===== config.mk =====
export PLATFORM = sky130hd
export DESIGN_NAME = uart_mult_byte_tx
export DESIGN_NICKNAME = d
export VERILOG_FILES = /design/src/rtl/uart_mult_byte_tx.sv
export SDC_FILE = /design/constraint.sdc
export NUM_CORES = 1
export LEC_CHECK = 0
export CAP_MARGIN = 5
export CORE_ASPECT_RATIO = 0.6
export CORE_UTILIZATION = 55
export DETAILED_ROUTE_END_ITERATION = 7
export PLACE_DENSITY = 0.81
export SLEW_MARGIN = 20
export SYNTH_ARGS = -nofsm -noshare
export SYNTH_HDL_FRONTEND = slang
export SYNTH_SLANG_ARGS = --single-unit

===== constraint.sdc =====
create_clock -name sys_clk -period 5 [get_ports sys_clk]
set_input_delay 1 -clock sys_clk [delete_from_list [all_inputs] [get_ports sys_clk]]
set_output_delay 1 -clock sys_clk [all_outputs]
set_load 0.005 [all_outputs]

===== src/rtl/uart_mult_byte_tx.sv =====
// Multi-byte UART transmitter: sends a 14-byte frame 0x55, 11 payload bytes, CRC-8 (0x07), 0xAA.
// Payload is captured when the request is accepted, so later input changes never reach the line.
module uart_mult_byte_tx #(
  parameter int CLK_FREQ = 50_000_000,
  parameter int UART_BPS = 115200
) (
  input  logic       sys_clk,
  input  logic       sys_rst_n,
  input  logic       send_req,
  input  logic [7:0] tx_data0,
  input  logic [7:0] tx_data1,
  input  logic [7:0] tx_data2,
  input  logic [7:0] tx_data3,
  input  logic [7:0] tx_data4,
  input  logic [7:0] tx_data5,
  input  logic [7:0] tx_data6,
  input  logic [7:0] tx_data7,
  input  logic [7:0] tx_data8,
  input  logic [7:0] tx_data9,
  input  logic [7:0] tx_data10,
  output logic       uart_txd,
  output logic       busy,
  output logic       send_done,
  output logic [3:0] byte_cnt,
  output logic [7:0] crc8_value
);

  localparam int BPS_CNT  = CLK_FREQ / UART_BPS;
  localparam int DATA_NUM = 14;
  localparam logic [15:0] BIT_LAST  = 16'(BPS_CNT - 1);
  localparam logic [3:0]  LAST_BYTE = 4'(DATA_NUM - 1);

  typedef enum logic [1:0] {IDLE, START, DATA, STOP} state_t;

  state_t      state_reg, state_next;
  logic [15:0] clk_cnt_reg;
  logic [2:0]  bit_cnt_reg;
  logic [3:0]  byte_cnt_reg;
  logic [7:0]  crc_reg;
  logic [7:0]  payload_reg [11];
  logic [7:0]  tx_data_arr [11];
  logic        txd_reg, busy_reg, done_reg;
  logic        txd_next, busy_next, done_next;
  logic        accept, bit_end, last_byte;
  logic [7:0]  cur_byte;

  assign tx_data_arr[0]  = tx_data0;
  assign tx_data_arr[1]  = tx_data1;
  assign tx_data_arr[2]  = tx_data2;
  assign tx_data_arr[3]  = tx_data3;
  assign tx_data_arr[4]  = tx_data4;
  assign tx_data_arr[5]  = tx_data5;
  assign tx_data_arr[6]  = tx_data6;
  assign tx_data_arr[7]  = tx_data7;
  assign tx_data_arr[8]  = tx_data8;
  assign tx_data_arr[9]  = tx_data9;
  assign tx_data_arr[10] = tx_data10;

  assign accept    = (state_reg == IDLE) && send_req;
  assign bit_end   = (clk_cnt_reg == BIT_LAST);
  assign last_byte = (byte_cnt_reg == LAST_BYTE);

  function automatic logic [7:0] crc8_next(input logic [7:0] crc, input logic [7:0] data);
    logic [7:0] c;
    c = crc ^ data;
    for (int i = 0; i < 8; i++) begin
      c = c[7] ? ({c[6:0], 1'b0} ^ 8'h07) : {c[6:0], 1'b0};
    end
    return c;
  endfunction

  // Byte currently selected for the line, chosen by its position in the frame.
  always_comb begin
    cur_byte = 8'h55;
    if (byte_cnt_reg == 4'd12) begin
      cur_byte = crc_reg;
    end else if (byte_cnt_reg == 4'd13) begin
      cur_byte = 8'hAA;
    end else if (byte_cnt_reg != 4'd0 && byte_cnt_reg <= 4'd11) begin
      cur_byte = payload_reg[byte_cnt_reg - 4'd1];
    end
  end

  always_ff @(posedge sys_clk or negedge sys_rst_n) begin
    if (!sys_rst_n) begin
      state_reg <= IDLE;
    end else begin
      state_reg <= state_next;
    end
  end

  always_comb begin
    state_next = state_reg;
    case (state_reg)
      IDLE:    if (send_req) state_next = START;
      START:   if (bit_end) state_next = DATA;
      DATA:    if (bit_end && bit_cnt_reg == 3'd7) state_next = STOP;
      STOP:    if (bit_end) state_next = last_byte ? IDLE : START;
      default: state_next = IDLE;
    endcase
  end

  // Next line level is decided one edge ahead so uart_txd stays a plain flop.
  always_comb begin
    txd_next  = txd_reg;
    busy_next = busy_reg;
    done_next = 1'b0;
    case (state_reg)
      IDLE: begin
        if (send_req) begin
          txd_next  = 1'b0;
          busy_next = 1'b1;
        end else begin
          txd_next = 1'b1;
        end
      end
      START: if (bit_end) txd_next = cur_byte[0];
      DATA: begin
        if (bit_end) begin
          txd_next = (bit_cnt_reg == 3'd7) ? 1'b1 : cur_byte[bit_cnt_reg + 3'd1];
        end
      end
      STOP: begin
        if (bit_end) begin
          if (last_byte) begin
            txd_next  = 1'b1;
            busy_next = 1'b0;
            done_next = 1'b1;
          end else begin
            txd_next = 1'b0;
          end
        end
      end
      default: txd_next = 1'b1;
    endcase
  end

  always_ff @(posedge sys_clk or negedge sys_rst_n) begin
    if (!sys_rst_n) begin
      txd_reg  <= 1'b1;
      busy_reg <= 1'b0;
      done_reg <= 1'b0;
    end else begin
      txd_reg  <= txd_next;
      busy_reg <= busy_next;
      done_reg <= done_next;
    end
  end

  always_ff @(posedge sys_clk or negedge sys_rst_n) begin
    if (!sys_rst_n) begin
      clk_cnt_reg  <= 16'd0;
      bit_cnt_reg  <= 3'd0;
      byte_cnt_reg <= 4'd0;
      crc_reg      <= 8'h00;
      for (int i = 0; i < 11; i++) begin
        payload_reg[i] <= 8'h00;
      end
    end else begin
      if (state_reg == IDLE || bit_end) begin
        clk_cnt_reg <= 16'd0;
      end else begin
        clk_cnt_reg <= clk_cnt_reg + 16'd1;
      end

      if (state_reg != DATA) begin
        bit_cnt_reg <= 3'd0;
      end else if (bit_end) begin
        bit_cnt_reg <= bit_cnt_reg + 3'd1;
      end

      if (accept) begin
        byte_cnt_reg <= 4'd0;
        crc_reg      <= 8'h00;
        for (int i = 0; i < 11; i++) begin
          payload_reg[i] <= tx_data_arr[i];
        end
      end else if (state_reg == STOP && bit_end) begin
        byte_cnt_reg <= last_byte ? 4'd0 : byte_cnt_reg + 4'd1;
        // Fold each payload byte in as it becomes the byte on the line.
        if (byte_cnt_reg <= 4'd10) begin
          crc_reg <= crc8_next(crc_reg, payload_reg[byte_cnt_reg]);
        end
      end
    end
  end

  assign uart_txd   = txd_reg;
  assign busy       = busy_reg;
  assign send_done  = done_reg;
  assign byte_cnt   = byte_cnt_reg;
  assign crc8_value = crc_reg;

endmodule


-- After elaboration in Yosys (flattened, before gate mapping)
Cells that the tools add are included.
W data, S select, Z words.
- output and inout port bits: 15
- register bits: 124
- input port bits: 91
- logic and storage cells: 115
- magnitude comparators: 5
- multiplexer cells: 47
- reductions and logical operators: 15
- bitwise gates (word level): 11
- equality and inequality tests: 14
- add/sub/neg operators: 4
- operator list (cell ; number):
    $mux W8 ; 10
    $bmux W8 S4 ; 2
    $mux W3 ; 10
    $not A3 Y3 ; 8
    $add A16 B1 Y16 const B ; 1
    $eq A16 B9 Y1 const B ; 1
    $mux W16 ; 1
    $ne A2 B2 Y1 const B ; 7
    $mux W1 ; 13
    $mux W4 ; 3
    $ge A5 B5 Y1 const B ; 2
    $not A4 Y5 ; 2
    $eq A4 B4 Y1 const B ; 2
    $le A4 B4 Y1 const B ; 2
    $mux W2 ; 4
    $pmux W2 S4 ; 1
    $reduce_and A4 Y1 ; 2
    $reduce_bool A2 Y1 ; 4
    $xor A8 B8 Y8 ; 1
    $add A4 B1 Y4 const B ; 1
    $eq A2 B2 Y1 const B ; 2
    $logic_and A1 B1 Y1 ; 4
    $lt A3 B4 Y1 const B ; 1
    $pmux W1 S4 ; 1
    11 further kinds ; 11

-- Logic depth before layout (Yosys ltp)
- depth after elaboration: 24
- gate-level depth with buffers: 15
- gate-level depth less buffers: 9

-- Worst setup path after synthesis
No wires, ideal clock.
- path type: reg2reg
- from: reg byte_cnt_reg[1], in the netlist byte_cnt[1]
- to: reg txd_reg, in the netlist uart_txd
- period minus slack after synthesis: 3.201 ns
- library setup time: 0.091 ns
- stages on the path, launching flop included: 16
- arrival time: 3.110 ns
- setup slack: 1.799 ns
- data required time: 4.909 ns
- path buffers: 6
- path through: dfrtp_1 > buf_6 > buf_6 > buf_6 > buf_6 > inv_1 > ha_1 > clkbuf_1 > buf_2 > mux2_2 > a22oi_1 > nor2_1 > a211oi_1 > o22ai_1 > a2111oi_0 > o31ai_1
- cells in the longest elaborated chain, start to end: 13
- elaborated cells on any way between the ends: 21
- classes of those cells: add/sub: 1; order compare: 1; eq/ne: 2; mux: 14; bitwise: 1; reduce/logical: 2
- RTL lines (what ; line ; RTL):
    start: declaration ; 38 ; logic [3:0] byte_cnt_reg;
    start signal: assignment ; 179 ; byte_cnt_reg <= last_byte ? 4'd0 : byte_cnt_reg + 4'd1;
    $sub A4 B1 Y4 ; 80 ; cur_byte = payload_reg[byte_cnt_reg - 4'd1];
    $not A4 Y5 (not written as such) ; 80 ;
    $bmux W8 S4 ; 80 ;
    $mux W8 (not written as such) (2 in series) ; 80 ;
    $mux W8 ; 79 ; end else if (byte_cnt_reg != 4'd0 && byte_cnt_reg <= 4'd11) begin
    $mux W8 ; 77 ; end else if (byte_cnt_reg == 4'd13) begin
    $mux W8 ; 75 ; if (byte_cnt_reg == 4'd12) begin
    $bmux W1 S3 ; 120 ; txd_next = (bit_cnt_reg == 3'd7) ? 1'b1 : cur_byte[bit_cnt_reg + 3'd1];
    $mux W1 (not written as such) ; 120 ;
    $mux W1 ; 120 ;
    $mux W1 ; 119 ; if (bit_end) begin
    $pmux W1 S4 (*) ; 108 ; case (state_reg)
    end signal: assignment ; 144 ; txd_reg <= txd_next;
    end: declaration ; 42 ; logic txd_reg, busy_reg, done_reg;
Mark *: on every way between the ends. The rest lies on a longest branch, timed or not. The select of a mux whose other input is x is not followed.
A chain may end at the register's enable or synchronous reset.

-- Worst setup path in the final report
Same ends and word-level chain as after synthesis.

==> metrics <==
Placed Cells=1,036; Worst Path Required=5340 ps; Max-slew headroom=26.3%; # hold bufs at CTS=0; Synth Area in XOR/XNOR=4.25%; Post-CTS Resized=0; type of origin of the critical path=flop; Util after Layout=69.7%; # IOs=106; Max Freq=275 MHz; clock root buffer=clkbuf_16; Worst VDD drop=251 uV; worst hold path class=reg -> reg; top post-synthesis cells by area=dfrtp_1 (42%), nand2_1 (16%), mux4_2 (9.9%), mux2i_1 (2.5%), ha_1 (2.2%); largest area contributor in the netlist=dfrtp_1; MaxCap Viol Count=0; WP data arrival=3980 ps; Setup violations, final=0; Post-Route WL=19.4 mm; largest family of logic cells by synthesized area=simple AND/OR/NAND/NOR gates; met1 Use GR=44.7%; YS warnings=0; nets=989; RSZ-0062 raised after global routing=no; top-area cell type share of the netlist area=42.1%; initial cell density of the core=56.7%; total core area=0.0129 mm2; Crit Path Max Fanout=36; fin crit share=72.8%; met3 Use GR=12.4%; post-synthesis mux area share=13.9%; DR pass1 iterations=5; DRC Markers=0; routed via count=6,215; max-slew violations=0; asr flop ratio synth=100%; row count=32; die area=0.0138 mm2; min cycle time layout=3640 ps; postcts setup bufs=0; top cells by count, synth=nand2_1 (317), dfrtp_1 (123), mux4_2 (32), nor2_1 (32), clkbuf_1 (26); max FFs per register=88; GR met2 Demand/Resource=42.2%; Syn Area/Cell=9.13 um2; fin cells=1,068; Final Hold Viols=0; Non-Filler Cell Area, Final=0.00898 mm2; Compound-Gate Fraction of Synth Area=8.82%; simple-gate share of the synthesized area=24.5%; Final ANT Viol Nets=0; flops & latches, synth=124; status=complete, no violations; crit end category=flop; ys flop type=dfrtp_1; most frequent cell after synthesis=nand2_1; vias in the first global route=5,945; Inserted Clock Buffers=17; Tot Pwr=4.57 mW; Area Growth Syn to Fin=22.9%; pin count of the biggest net entering global routing=56; post-synthesis adder-cell area fraction=2.23%; CTS max path bufs=2; Seq/Total Area, Yosys=42.5%; Netlist cell types=65; clk sink count=124; number of synthesized flops with an enable pin=0; die boundary width=151 um; Syn Std Cell Area=0.00731 mm2; grt peak-use layer=met1; number of antenna violations at the first check in global routing=0; DIE HEIGHT=91.3 um; grt ovf=0; Synthesized Nets=905; Leak=4.11 nW; clk_skew=10.5 ps; GRT Resource Usage Total=30.4%; TNS Setup=0 ps; DR iter-0 viols=574; vias per cell=5.82; # port buffers=105; worst setup path category=reg -> reg; hpwl dp=14.0 mm; CTS tree=built; Diodes inserted=0; Placed Area=0.00841 mm2; CTS H-Tree Depth=4; CTS clock-pin slew for the worst setup and hold paths=60 ps; routed len/inst=18.2 um; Post-Syn Instances=801; share of post-route cells with drive strength above 1=10.7%; GPL Wtd Cong=0.956; Worst-Margin Slew=1110 ps; PD cells=509 mW/mm2; first-pass GRT wire length=31.6 mm; Clock Latency Late Sink=430 ps
## placed cells by master, fill, tap and decap left out, drive strengths merged, types with 9 or more instances in the layout
cell type / count
a21oi: 19
a22oi: 10
buf: 10
clkbuf: 18
clkdlybuf4s50: 104
dfrtp: 123
ha: 13
inv: 21
mux2: 10
mux2i: 18
mux4: 32
nand2: 317
nand3: 9
nor2: 32
nor2b: 15
nor3: 10
o21ai: 27
xnor2: 14
xor2: 11
## final timing paths
| kind | startpoint | end | slack, ps | cells after the start |
|---|---|---|---|---|
| max | byte_cnt[1] | uart_txd | 1360 | 10 |
| min | payload_reg[80] | payload_reg[80] | 500 | 2 |
| max reg2reg | byte_cnt[1] | uart_txd | 1360 | 10 |
| min reg2reg | payload_reg[80] | payload_reg[80] | 500 | 2 |
| max in group asynchronous | sys_rst_n | payload_reg[2] | 3470 | 2 |
| min in group asynchronous | sys_rst_n | state_reg[0] | 590 | 1 |
## per-stage QoR
stage,setup WS (ps),hold slack (ps)
floorplan,1800,455
global placement,1530,479
detailed placement,1450,486
CTS,1400,507
global route,993,532
finish,1360,502
## cell families (layout without fill, tap and decap cells)
kind of cell,after synthesis,count (layout)
and+or+nand+nor,420,420
adders and majority gates,13,13
AOI/OAI and AO/OA,96,96
buffers and inverters,61,158
muxes,60,60
DFF,124,124
xor gates and xnor gates,27,27
## worst max-delay path, cell delays in order, from the launching register on
cell and delay [ps]:
dfrtp_2 1010, inv_1 260, ha_1 370, buf_4 350, nor2b_1 510, nand2_1 140, o211ai_1 120, o211ai_1 110
a311oi_1 300, a221oi_1 110, o31ai_1 250
## layout make-up
| type | count | area (um2) |
|---|---|---|
| Clock buffer | 18 | 429 |
| Clock inverter | 14 | 148 |
| Fill cell | 1022 | 3910 |
| Inverter | 12 | 45.0 |
| Multi-Input combinational cell | 616 | 3930 |
| Sequential cell | 124 | 3110 |
| Tap cell | 170 | 213 |
| Timing Repair Buffer | 114 | 1120 |
## where the power goes
part	internal [mW]	total (mW)	switching (mW)	leakage [nW]
combinational	0.745	1.56	0.812	2.27
clock	0.703	1.23	0.524	0.275
sequential	1.38	1.79	0.404	1.57
total	2.83	4.57	1.74	4.11
## layer usage
layer / wire (um) / part of all wire, %
met1: 8720 / 45
met5: 0 / 0
met3: 2300 / 12
met4: 206 / 1.1
met2: 8210 / 42
No activity file was read; power rests on OpenSTA's default activity.
